`config.mk`:
```
export PLATFORM = sky130hd
export DESIGN_NAME = byte_mem_arbiter
export DESIGN_NICKNAME = d
export VERILOG_FILES = /design/src/rtl/byte_mem_arbiter.sv
export SDC_FILE = /design/constraint.sdc
export NUM_CORES = 1
export LEC_CHECK = 0
export BUFFER_PORTS_ARGS = -buffer_cell sky130_fd_sc_hd__buf_2
export CAP_MARGIN = 0
export CORE_MARGIN = 5
export CORE_UTILIZATION = 55
export CTS_BUF_LIST = sky130_fd_sc_hd__clkbuf_4 sky130_fd_sc_hd__clkbuf_8 sky130_fd_sc_hd__clkbuf_16
export DETAILED_ROUTE_END_ITERATION = 12
export PLACE_DENSITY = 0.87
export SYNTH_ARGS = -nofsm -noshare
export SYNTH_HDL_FRONTEND = slang
export SYNTH_SLANG_ARGS = --single-unit
export TNS_END_PERCENT = 100
```
`constraint.sdc`:
```
create_clock -name clk -period 7.3 [get_ports clk]
set_clock_uncertainty 0.05 [all_clocks]
set_input_delay 0.365 -clock clk [delete_from_list [all_inputs] [get_ports clk]]
set_output_delay 0.365 -clock clk [all_outputs]
set_load 0.005 [all_outputs]
```
`src/rtl/byte_mem_arbiter.sv`:
```
// Byte-serial memory controller: arbitrates instruction fetch and load/store
// onto an 8-bit RAM/IO bus, assembling little-endian words and pulsing done.
module byte_mem_arbiter #(
    parameter int ADDR_W = 32
) (
    input  logic              clk,
    input  logic              rst,
    input  logic              rdy,
    input  logic              if_req,
    input  logic [ADDR_W-1:0] if_addr,
    input  logic              if_clear,
    output logic              if_done,
    output logic [31:0]       if_inst,
    input  logic              ls_req,
    input  logic              ls_we,
    input  logic [1:0]        ls_size,
    input  logic [ADDR_W-1:0] ls_addr,
    input  logic [31:0]       ls_wdata,
    output logic              ls_done,
    output logic [31:0]       ls_rdata,
    input  logic [7:0]        mem_din,
    output logic [7:0]        mem_dout,
    output logic [ADDR_W-1:0] mem_a,
    output logic              mem_wr
);

    typedef enum logic [1:0] {IDLE, RD, WR, DONE} state_t;

    state_t              state_q, state_d;
    logic                src_ls_q, src_ls_d;
    logic [2:0]          n_q, n_d;
    logic [1:0]          cnt_q, cnt_d;
    logic [ADDR_W-1:0]   base_q, base_d;
    logic [31:0]         wdata_q, wdata_d;
    logic [31:0]         asm_q, asm_d;
    logic [ADDR_W-1:0]   mem_a_q, mem_a_d;
    logic [7:0]          mem_dout_q, mem_dout_d;
    logic                wr_q, wr_d;
    logic                if_done_q, if_done_d;
    logic                ls_done_q, ls_done_d;
    logic [31:0]         if_inst_q, if_inst_d;
    logic [31:0]         ls_rdata_q, ls_rdata_d;

    logic [2:0]          cnt_nx;
    logic                last;
    logic [ADDR_W-1:0]   addr_nx;
    logic [31:0]         asm_word;
    logic [7:0]          wbyte;
    logic [2:0]          ls_n;

    assign cnt_nx  = {1'b0, cnt_q} + 3'd1;
    assign last    = (cnt_nx == n_q);
    assign addr_nx = base_q + ADDR_W'(cnt_nx);

    // Assembly word with the byte arriving this cycle merged into its lane.
    genvar gi;
    generate
        for (gi = 0; gi < 4; gi++) begin : g_lane
            assign asm_word[gi*8 +: 8] = (cnt_q == 2'(gi)) ? mem_din : asm_q[gi*8 +: 8];
        end
    endgenerate

    always_comb begin
        wbyte = wdata_q[7:0];
        case (cnt_nx[1:0])
            2'd1:    wbyte = wdata_q[15:8];
            2'd2:    wbyte = wdata_q[23:16];
            2'd3:    wbyte = wdata_q[31:24];
            default: wbyte = wdata_q[7:0];
        endcase
    end

    always_comb begin
        case (ls_size)
            2'b00:   ls_n = 3'd1;
            2'b01:   ls_n = 3'd2;
            default: ls_n = 3'd4;
        endcase
    end

    always_comb begin
        state_d    = state_q;
        src_ls_d   = src_ls_q;
        n_d        = n_q;
        cnt_d      = cnt_q;
        base_d     = base_q;
        wdata_d    = wdata_q;
        asm_d      = asm_q;
        mem_a_d    = mem_a_q;
        mem_dout_d = mem_dout_q;
        wr_d       = wr_q;
        if_done_d  = if_done_q;
        ls_done_d  = ls_done_q;
        if_inst_d  = if_inst_q;
        ls_rdata_d = ls_rdata_q;
        // A paused cycle leaves every register, including the done pulses, untouched.
        if (rdy) begin
            if_done_d = 1'b0;
            ls_done_d = 1'b0;
            case (state_q)
                IDLE: begin
                    if (ls_req) begin
                        src_ls_d = 1'b1;
                        base_d   = ls_addr;
                        n_d      = ls_n;
                        wdata_d  = ls_wdata;
                        cnt_d    = 2'd0;
                        asm_d    = 32'd0;
                        mem_a_d  = ls_addr;
                        if (ls_we) begin
                            state_d    = WR;
                            wr_d       = 1'b1;
                            mem_dout_d = ls_wdata[7:0];
                        end else begin
                            state_d = RD;
                        end
                    end else if (if_req && !if_clear) begin
                        src_ls_d = 1'b0;
                        base_d   = if_addr;
                        n_d      = 3'd4;
                        cnt_d    = 2'd0;
                        asm_d    = 32'd0;
                        mem_a_d  = if_addr;
                        state_d  = RD;
                    end
                end
                RD: begin
                    if (!src_ls_q && if_clear) begin
                        state_d = IDLE;
                        mem_a_d = '0;
                        cnt_d   = 2'd0;
                        asm_d   = 32'd0;
                    end else if (last) begin
                        state_d = DONE;
                        mem_a_d = '0;
                        asm_d   = asm_word;
                        if (src_ls_q) begin
                            ls_done_d  = 1'b1;
                            ls_rdata_d = asm_word;
                        end else begin
                            if_done_d = 1'b1;
                            if_inst_d = asm_word;
                        end
                    end else begin
                        asm_d   = asm_word;
                        cnt_d   = cnt_nx[1:0];
                        mem_a_d = addr_nx;
                    end
                end
                WR: begin
                    if (last) begin
                        state_d    = DONE;
                        wr_d       = 1'b0;
                        mem_a_d    = '0;
                        mem_dout_d = 8'd0;
                        ls_done_d  = 1'b1;
                    end else begin
                        cnt_d      = cnt_nx[1:0];
                        mem_a_d    = addr_nx;
                        mem_dout_d = wbyte;
                    end
                end
                default: begin
                    state_d = IDLE;
                end
            endcase
        end
    end

    always_ff @(posedge clk) begin
        if (rst) begin
            state_q    <= IDLE;
            src_ls_q   <= 1'b0;
            n_q        <= 3'd0;
            cnt_q      <= 2'd0;
            base_q     <= '0;
            wdata_q    <= 32'd0;
            asm_q      <= 32'd0;
            mem_a_q    <= '0;
            mem_dout_q <= 8'd0;
            wr_q       <= 1'b0;
            if_done_q  <= 1'b0;
            ls_done_q  <= 1'b0;
            if_inst_q  <= 32'd0;
            ls_rdata_q <= 32'd0;
        end else begin
            state_q    <= state_d;
            src_ls_q   <= src_ls_d;
            n_q        <= n_d;
            cnt_q      <= cnt_d;
            base_q     <= base_d;
            wdata_q    <= wdata_d;
            asm_q      <= asm_d;
            mem_a_q    <= mem_a_d;
            mem_dout_q <= mem_dout_d;
            wr_q       <= wr_d;
            if_done_q  <= if_done_d;
            ls_done_q  <= ls_done_d;
            if_inst_q  <= if_inst_d;
            ls_rdata_q <= ls_rdata_d;
        end
    end

    // The write strobe is dropped immediately on a pause so no byte is written twice.
    assign mem_wr   = wr_q & rdy;
    assign mem_a    = mem_a_q;
    assign mem_dout = mem_dout_q;
    assign if_done  = if_done_q;
    assign ls_done  = ls_done_q;
    assign if_inst  = if_inst_q;
    assign ls_rdata = ls_rdata_q;

endmodule

```
== Word-level counts from Yosys, hierarchy flattened ==
Index checks and enable logic that the tools add are counted.

* Equality and inequality tests: 14
* Mux-type cells: 47
* Bitwise gates (word level): 3
* Reduce and logical (&&, ||, !) cells: 20
* $add $sub $neg: 2

{| class="wikitable"
|+ Operators with widths
! operator !! number
|-
| 32-bit two-way mux || 7
|-
| 32-bit one-hot mux with 3 select lines || 1
|-
| 32-bit one-hot mux with 2 select lines || 1
|-
| 8-bit two-way mux || 7
|-
| 32-bit by 3-bit adder with 32-bit output || 1
|-
| 8-bit one-hot mux with 3 select lines || 1
|-
| 2-bit two-way mux || 9
|-
| 8-bit one-hot mux with 2 select lines || 1
|-
| 5-bit AND reduction || 3
|-
| 1-bit two-way mux || 13
|-
| 2-bit one-hot mux with 3 select lines || 2
|-
| 3-bit AND reduction || 4
|-
| 2-bit == test, second input constant || 5
|-
| 2-bit by 1-bit == test with 1-bit output, second input constant || 4
|-
| 2-bit logical NOT || 3
|-
| 3-bit two-way mux || 2
|-
| 2-bit != test, second input constant || 3
|-
| 3-bit one-hot mux with 2 select lines || 1
|-
| 2-bit nonzero test || 3
|-
| 1-bit one-hot mux with 2 select lines || 2
|-
| 4-bit AND reduction || 1
|-
| 2-bit by 1-bit adder with 3-bit output, second input constant || 1
|-
| 3-bit == test || 1
|-
| 3-bit != test, second input constant || 1
|-
| 6 further kinds || 9
|}

* Bits of input ports: 113
* Bits in registers: 211

== Logic depth before layout (Yosys ltp) ==
* Depth after elaboration: 5
* Depth in mapped cells: 10
* Gate-level depth less buffers: 8

== Least setup slack after synthesis ==
Ideal clock, no wire load.

* Kind: register -> register
* Start point: reg cnt_q[0]
* End point: reg mem_a_q[31], in the netlist mem_a[31]
* Buffers on the path: 0
* Data arrival time: 2424 ps
* Cell stages (with the launch flop): 9
* Setup time: 92 ps
* Data required time: 7158 ps
* Setup slack: 4734 ps
* Path through: dfxtp_1 inv_1 ha_1 ha_1 a211oi_1 nor4_2 nand4_1 xor2_1 o32ai_1

* Longest elaborated chain between the ends: 5

{| class="wikitable"
|+ RTL lines
! what !! RTL line !! text
|-
| from (decl) || 32 || <nowiki>logic [1:0] cnt_q, cnt_d;</nowiki>
|-
| from (signal assigned) || 190 || <nowiki>cnt_q <= cnt_d;</nowiki>
|-
| 2-bit by 1-bit adder with 3-bit output (*) || 51 || <nowiki>assign cnt_nx = {1'b0, cnt_q} + 3'd1;</nowiki>
|-
| 32-bit by 3-bit adder with 32-bit output or 3-bit == test (tied branches) || 53, 52 ||
|-
| 32-bit two-way mux (*) || 133, 151 ||
|-
| 32-bit two-way mux || 128 || <nowiki>if (!src_ls_q && if_clear) begin</nowiki>
|-
| 32-bit one-hot mux with 3 select lines (*) || 100 || <nowiki>case (state_q)</nowiki>
|-
| to (signal assigned) || 194 || <nowiki>mem_a_q <= mem_a_d;</nowiki>
|-
| to (decl) || 36 || <nowiki>logic [ADDR_W-1:0] mem_a_q, mem_a_d;</nowiki>
|}

Every way passes the cells marked *; elsewhere a longest branch is shown, timed or not.
A chain may end at the register's enable or synchronous reset.

== Worst setup path after layout ==
Same ends and word-level chain as after synthesis.

==> flow_metrics.tcl <==
set metrics [dict create \
    hold_buffers 0 \
    status "finished, final reports clean" \
    synth_edf_count 0 \
    fin_cells 1498 \
    grt_pass1_wl_mm 41.2 \
    drc 0 \
    crit_type "flop to flop" \
    hold_class "input port to flop" \
    synth_top_area_share_pct 44.8 \
    worstMarginPinSlew_ns 1.15 \
    cp_cell_sequence "ha_1 -> ha_1 -> o211ai_1 -> nor4_2 -> nand4_1 -> xor2_1 -> o32ai_1" \
    synth.most_common_cell "dfxtp_1" \
    drt_wl_total_mm 25.5 \
    critPathMostFrequentCell "ha_1" \
    crit_required_ns 7.67 \
    slowest_delay_ns 0.96 \
    cts-resized-gates 0 \
    synth_top_cell_by_area "dfxtp_1" \
    fin_nets 1389 \
    crit_family "adder cells" \
    grt_pass1_vias 8283 \
    drt-wirelength-per-cell_um 17.0 \
    grt_max_degree 97 \
    synthFlopType "dfxtp_1" \
    clockBufferDepth 3 \
    rows 47 \
    grt-ovfl-total 0 \
    ant_nets 0 \
    final_hold_viol_count 0 \
    synth_area_per_cell_um2 8.56 \
    firstDrtPassIters 8 \
    htreeDepth 1 \
    yosysWarnings 0 \
    synth-simple-area-share_pct 16.2 \
    cp-end-kind "flop" \
    grt_usage_pct 24.6 \
    core_um2 16700 \
    slowest_stage "ha_1" \
    place.gp.congestion 0.881 \
    fin_setup_tns_ns 0 \
    die_y_um 141 \
    synth_top_family_by_area "compound AO/OA/AOI/OAI gates" \
    syn_to_final_growth_pct 19.6 \
    cts.clk_slew.worst_paths_ns 0.06 \
    dp.cells 1456 \
    synthTopCellsByCount "dfxtp_1 (211), nor2_1 (182), a211oi_1 (98)" \
    vdd.ir_drop.worst_uv 174 \
    fin_crit_sh_pct 48.9 \
    clock_latency_ns 0.50 \
    synth_adder_area_share_pct 2.20 \
    slew_violations 0 \
    p_per_area_nw_per_um2 242 \
    path_max_fanout 28 \
    nFillCells 1384 \
    synthTopCellsByArea "dfxtp_1 (45%), a211oi_1 (7.8%), nor2_1 (7.3%)" \
    antenna_found_initial 2 \
    synth_seq_cells 211 \
    async_flop_share_pct 0 \
    hpwl_mm 17.2 \
    dieWidth_um 141 \
    ioPinCount 220 \
    worst_slew_margin_rel_pct 23.5 \
    port_buffers 219 \
    holdWs_ns 0.0511 \
    synth.net_count 1230 \
    cts_setup_buffers 0 \
    netlist_instances 1101 \
    synth_cell_types 58 \
    synth-xor-area-share_pct 2.51 \
    synth_compound_area_share_pct 22.6 \
    cts_buffers 22 \
    cts_root_buf "clkbuf_16" \
    muxShareOfSynthArea_pct 6.80 \
    rsz0062_at_grt "false" \
    critPathArrivalTime_ns 3.94 \
    period_minus_slack_ns 3.57 \
    startpoint_type "flop" \
    drt_iter0_markers 664 \
    vias 8613 \
    synth_area_um2 9420 \
    routed_via_density 5.75 \
    die-area_um2 19800 \
    fmax_mhz 280 \
    power.leakage_uw 0.00465 \
    setup_violations 0 \
    ys_seq_area_share_pct 44.8 \
    drive_gt1_share_pct 22.1 \
    cts.sinks 211 \
    drv_cap 0 \
    critPathBufInv 0 \
    start_util_pct 56.4 \
    cts_tree "done" \
]
==> cells in the final DEF (no fill, tap or decap), types with 3 or more instances in the layout <==
cell type / n
mux2i_1: 64
nor2_1: 182
a211oi_1: 98
dfxtp_1: 211
nand2_1: 92
nor3_1: 20
xor2_1: 14
a21oi_1: 79
a222oi_1: 8
o31a_1: 4
nor4_2: 3
a22oi_1: 34
clkbuf_8: 3
buf_2: 218
buf_4: 10
o221ai_1: 6
clkinv_2: 5
ha_1: 15
inv_1: 18
clkbuf_4: 7
nand2b_1: 3
clkbuf_16: 23
o21ai_0: 47
o21ba_1: 6
or4_1: 3
o32ai_1: 4
and3_1: 10
o21ai_1: 18
nor4_1: 5
xnor2_1: 13
nand3_1: 8
nand4_1: 6
o22ai_1: 3
==> path summary, 6_finish.rpt <==
kind | from | slack (ns) | to | cells after the start
worst max-delay path | cnt_q[0] | 3.73 | mem_a[31] | 7
worst min-delay path | ls_wdata[11] | 0.05 | wdata_q[11] | 3
worst max register to register | cnt_q[0] | 3.73 | mem_a[31] | 7
worst min register to register | wdata_q[6] | 0.40 | wdata_q[6] | 2
==> metrics by stage <==
| stage | area (µm²) | total power [µW] | util, % | worst slack (ns) |
|---|---|---|---|---|
| 3_3_place_gp | 10500 | 1580 | 62.9 | 3.91 |
| 3_5_place_dp | 10500 | 1590 | 62.9 | 3.79 |
| 5_1_grt | 11300 | 2830 | 67.5 | 3.32 |
| 2_1_floorplan | 9420 | 1470 | - | 4.73 |
| 6_report | 11300 | 2730 | 67.5 | 3.73 |
| 4_1_cts | 11300 | 2740 | 67.4 | 3.76 |
==> where the power goes <==
part           switching (µW)  total [µW]  leakage (µW)  internal [µW]
logic                     194         318       0.00255            125
registers                44.2        1250       0.00172           1210
clock network             455        1160      0.000385            705
==> state kept, by name, summed over array words and instances, names as in the netlist <==
signal,count
mem_dout,8
wr_q,1
wdata_q,32
cnt_q,2
n_q,3
asm_q,32
src_ls_q,1
if_done,1
state_q,2
mem_a,32
ls_rdata,32
ls_done,1
if_inst,32
base_q,32
==> cell type report <==
cell class              instances  area, µm²  share of cell area [%]
well taps                     220        275                    2.44
clock buffers                  33        669                    5.94
repair buffers                229       1180                    10.5
inverters                      19       71.3                   0.633
flip-flops and latches        211       4220                    37.5
diodes                          2       5.00                  0.0444
multi-input cells             777       4760                    42.2
clock inverters                 7       85.1                   0.755
==> tightest hold or removal path, stage by stage <==
cell and delay [ns]:
buf_2 0.09, nand2_1 0.05, a21oi_1 0.05
==> layer usage <==
layer,routed length [µm],share of wire [%],track usage [%],vias up
met5,0,0,0,-
met2,12600,49,42.9,283
met1,10600,42,31.2,4045
li1,-,-,-,4243
met4,546,2.1,6.99,0
met3,1750,6.9,4.44,42
==> logic make-up after synthesis <==
group | count (synthesis)
AO/OA/AOI/OAI | 323
AND/OR/NAND/NOR | 347
XOR/XNOR | 27
multiplexers | 64
flip-flops | 211
buffers and inverters | 113
adder cells (fa/ha/maj) | 16
No activity file was read; power rests on OpenSTA's default activity.
